`src/rtl/nios_system_sysid_pkg.sv`:
```
// Shared types and constants for the system-ID checker: FSM states, word addresses
// and counter widths.
package nios_system_sysid_pkg;

  typedef enum logic [2:0] {
    ST_RD_ID  = 3'd0,
    ST_WT_ID  = 3'd1,
    ST_RD_TS  = 3'd2,
    ST_WT_TS  = 3'd3,
    ST_CHECK  = 3'd4,
    ST_DONE   = 3'd5,
    ST_FAIL   = 3'd6
  } sysid_state_e;

  localparam logic SYSID_ADDR_ID = 1'b0;
  localparam logic SYSID_ADDR_TS = 1'b1;

  // Latency shift register covers READ_LATENCY up to 3; timeout counter up to 65535.
  localparam int unsigned LAT_SR_W  = 3;
  localparam int unsigned TMO_CNT_W = 16;

  function automatic logic is_idle(input sysid_state_e s);
    return (s == ST_DONE) || (s == ST_FAIL);
  endfunction

endpackage

```
`src/rtl/nios_system_sysid_rd_timer.sv`:
```
// Per-read timing: delays the accept strobe by READ_LATENCY into a capture strobe and
// counts cycles since the read started, raising a timeout strobe at TIMEOUT.
module nios_system_sysid_rd_timer
  import nios_system_sysid_pkg::*;
#(
  parameter int unsigned READ_LATENCY = 0,
  parameter int unsigned TIMEOUT      = 255
) (
  input  logic clk_i,
  input  logic rst_i,
  input  logic run_i,
  input  logic clr_i,
  input  logic accept_i,
  output logic capture_o,
  output logic timeout_o
);

  localparam int unsigned LAT_IDX = (READ_LATENCY == 0) ? 0 : READ_LATENCY - 1;

  logic [LAT_SR_W-1:0]  lat_sr_q, lat_sr_d;
  logic [TMO_CNT_W-1:0] tmo_q, tmo_d;

  always_comb begin
    lat_sr_d = {lat_sr_q[LAT_SR_W-2:0], (READ_LATENCY != 0) && accept_i};
    tmo_d    = tmo_q;
    if (clr_i) begin
      lat_sr_d = '0;
      tmo_d    = '0;
    end else if (run_i) begin
      tmo_d = tmo_q + TMO_CNT_W'(1);
    end
  end

  always_ff @(posedge clk_i or posedge rst_i) begin
    if (rst_i) begin
      lat_sr_q <= '0;
      tmo_q    <= '0;
    end else begin
      lat_sr_q <= lat_sr_d;
      tmo_q    <= tmo_d;
    end
  end

  // A capture landing on the last allowed cycle beats the timeout.
  assign capture_o = (READ_LATENCY == 0) ? accept_i : lat_sr_q[LAT_IDX];
  assign timeout_o = run_i && !capture_o && (tmo_q == TMO_CNT_W'(TIMEOUT));

endmodule

```
`config.mk`:
```
export PLATFORM = sky130hd
export DESIGN_NAME = nios_system_sysid_rd_timer
export DESIGN_NICKNAME = d
export VERILOG_FILES = /design/src/rtl/nios_system_sysid_pkg.sv /design/src/rtl/nios_system_sysid_rd_timer.sv
export SDC_FILE = /design/constraint.sdc
export NUM_CORES = 1
export LEC_CHECK = 0
export CAP_MARGIN = 20
export CORE_UTILIZATION = 55
export DETAILED_ROUTE_END_ITERATION = 6
export DONT_BUFFER_PORTS = 1
export PLACE_DENSITY = 0.78
export SYNTH_ARGS = -nofsm -noshare
export SYNTH_HDL_FRONTEND = slang
export SYNTH_SLANG_ARGS = --single-unit
```
`constraint.sdc`:
```
create_clock -name clk_i -period 3.4 [get_ports clk_i]
set_input_delay 0.34 -clock clk_i [delete_from_list [all_inputs] [get_ports clk_i]]
set_output_delay 0.34 -clock clk_i [all_outputs]
set_load 0.005 [all_outputs]
```
==> results.py <==
metrics = {
    "flow_run": {
        "drv_cap": 0,
    },
    "clocking": {
        "holdBufCountCts": 0,
        "post_cts_resized": 0,
        "clockBufferDepth": 2,
        "ctsHtreeMaxLevel": 1,
        "clock_sinks": 16,
        "cts_setup_buffers": 0,
        "cts_buffers": 3,
        "root_buffer": "clkbuf_4",
        "cts_tree": "yes",
        "clk_pin_slew_ps": 100,
        "clk_latency_ps": 290,
    },
    "critical_path": {
        "end_kind": "primary output",
        "ff2ff_setup_slack_ps": 1650,
        "crit_start": "tmo_q[5]",
        "path_class": "flip-flop to primary output",
        "cp-start-kind": "flip-flop",
        "max_stage_delay_ps": 600,
        "crit_end": "timeout_o",
        "timing.rr.start": "tmo_q[2]",
        "path_cells": "nand4_1 -> or4_1 -> nor3_1",
        "cp_max_fo": 11,
        "r2r_cells": 4,
        "required_ps": 3060,
        "worst_ep_arrival_time_ps": 1870,
        "crit_slowest_cell": "or4_1",
        "reg2reg_to": "tmo_q[15]",
    },
    "timing": {
        "max_freq_mhz": 453.3,
        "slew-limit-headroom": 0.5653,
        "worst_pin_slew_ps": 651.4,
        "rsz0062_at_grt": "false",
        "timing.hold.ws_ps": -15.79,
        "clock_skew_ps": 2.698,
        "slew_viol_final": 0,
        "period_needed_ps": 2206,
        "tns_ps": 0,
        "hold_viol": 16,
        "finalSetupViolCount": 0,
        "fin_crit_sh": 0.6488,
    },
    "pwr": {
        "intPower_uw": 262.3,
        "pwr-share-comb": 0.035,
        "total_power_uw": 335.6,
        "p_leak_uw": 0.0003402,
        "switching_share": 0.2183,
        "power.switching_uw": 73.28,
        "irDropWorstVdd_mv": 0.2421,
        "clockPowerShare": 0.383,
        "seq_power_share": 0.582,
        "power_density_nw_per_um2": 388.2,
    },
    "drt": {
        "dr_total_vias": 591,
        "wirelength_um": 1446,
        "drt_pass1_iterations": 4,
        "drt_iter0_markers": 22,
        "wl_per_cell_um": 13.90,
        "vias_per_cell": 5.683,
        "remaining_drc_errors": 0,
        "antenna_left": 0,
    },
    "layout": {
        "fillers": 113,
        "syn_to_final_growth_pct": 3.288,
        "largest_register_ffs": 16,
        "largest-register": "tmo_q",
        "drive_gt1_frac": 0.05618,
        "ff_latch_area_um2": 400.4,
        "fin_util": 0.6404,
        "reg_top3": "tmo_q (16)",
        "antenna_cells": 0,
        "final_nets": 96,
        "multi_input_area_um2": 390.4,
    },
    "grt": {
        "grt_usage": 0.2368,
        "grt_pass1_vias": 558,
        "grt_max_degree": 20,
        "antenna_found_initial": 0,
        "grt_pass1_wl_um": 2484,
        "overflow": 0,
    },
    "floorplanning": {
        "die_y_um": 41.01,
        "core_um2": 1350,
        "chipWidth_um": 41.01,
        "dieArea_um2": 1682,
        "ios": 7,
        "initial_utilization": 0.6200,
        "rows": 13,
    },
    "synthesis": {
        "yosysWarningCount": 0,
        "synth_area_um2": 837.1,
        "yosys.area_share.simple": 0.2466,
        "synth_cell_type_count": 24,
        "synth_xor_area_frac": 0.1151,
        "syn_area_per_cell_um2": 9.301,
        "synth_mux_area_frac": 0.02541,
        "synth_edf_count": 0,
        "syn_nets": 96,
        "ys_seq_area_frac": 0.4783,
        "syn_inst": 90,
        "synth_seq_cells": 16,
        "synth_top_family_by_area": "simple AND/OR/NAND/NOR gates",
        "synth_compound_area_frac": 0.06428,
        "synthArstFlopShare": 1.000,
        "ys.flop_type": "dfrtp_1",
        "synthAdderAreaFrac": 0.01495,
    },
    "outcome": {
        "failed_checks": "hold timing",
        "run_status": "finished with violations",
    },
    "placement": {
        "port_buffers": 0,
        "gp_congestion": 0.7451,
        "dpl.hpwl_um": 991.8,
    },
    "min_path": {
        "hold_path_class": "input pin to asynchronous set/reset pin",
    },
}
-- critical path, delay by kind of cell, from the launching register on --
kind | cells | cell delay, ps
DFF | 1 | 410
and+or+nand+nor | 3 | 1150
-- layer usage --
| layer | vias to the layer above | track usage | part of all wire |
|---|---|---|---|
| met1 | 271 | 0.3379 | 0.52 |
| met3 | 5 | 0.04891 | 0.028 |
| met5 | - | 0 | 0 |
| met2 | 8 | 0.3320 | 0.42 |
| met4 | 0 | 0.1250 | 0.024 |
| li1 | 307 | - | - |
-- cells in the final DEF (no fill, tap or decap), types with 2 or more instances in the layout --
cell type / Yosys / layout
dfrtp_1: 16 / 16
nor2_1: 13 / 13
xnor2_1: 9 / 9
nand2_1: 7 / 7
nor4_1: 6 / 6
inv_1: 5 / 5
nor3_1: 5 / 5
nand4_1: 3 / 3
or3_1: 3 / 3
a21oi_1: 3 / 3
clkbuf_4: 0 / 3
o21ai_0: 2 / 2
nand3_1: 2 / 2
or4_1: 2 / 2
xor2_1: 2 / 2
-- worst min path at each step --
| stage | from | endpoint | slack, ps | depth (start not counted) |
|---|---|---|---|---|
| floorplan | rst_i | tmo_q[0] | 250 | 1 |
| global placement | rst_i | tmo_q[0] | 320 | 1 |
| detailed placement | rst_i | tmo_q[7] | 330 | 1 |
| CTS | rst_i | tmo_q[0] | 6 | 1 |
| global route | rst_i | tmo_q[6] | 50 | 1 |
| finish | rst_i | tmo_q[5] | -20 | 1 |
-- through the flow --
step,setup WS [ps],instances,hold WS (ps),area (um2)
final,1194,104,-15.79,864.6
after global routing,1040,104,46.07,864.6
after CTS,1212,104,6.025,864.6
after detailed placement,1537,100,325.4,828.3
after global placement,1568,100,320.1,828.3
after floorplan,1708,90,253.7,837.1
-- Yosys cell counts (all sizes together) (3+ instances only) --
cell type  count  share of area
a21oi          3          0.018
buf            3          0.024
dfrtp         16           0.48
inv            5          0.022
nand2          7          0.031
nand4          3          0.022
nor2          13          0.058
nor3           5          0.030
nor4           6          0.045
or3            3          0.022
xnor2          9          0.094
-- power by group through the flow --
stage	Combinational (uW)	Sequential (uW)	Clock (uW)
floorplan	15.1	199	0
global placement	11.1	199	0
detailed placement	12.0	199	0
CTS	12.0	195	128
global route	13.6	196	137
finish	11.6	195	129
-- area by class of cell --
type / count / area share
multi-input cells: 64 / 0.4515
flip-flops and latches: 16 / 0.4631
well taps: 15 / 0.02171
clock buffers: 4 / 0.04197
inverters: 5 / 0.02171
-- kinds of logic (layout without fill, tap and decap cells) --
group / count (synthesis) / count (layout)
XOR/XNOR: 11 / 11
AND/OR/NAND/NOR: 42 / 42
flip-flops: 16 / 16
multiplexers: 2 / 2
buffers and inverters: 10 / 9
adder cells (fa/ha/maj): 1 / 1
AO/OA/AOI/OAI: 8 / 8
Note: power is estimated with default switching activity, not from simulation.
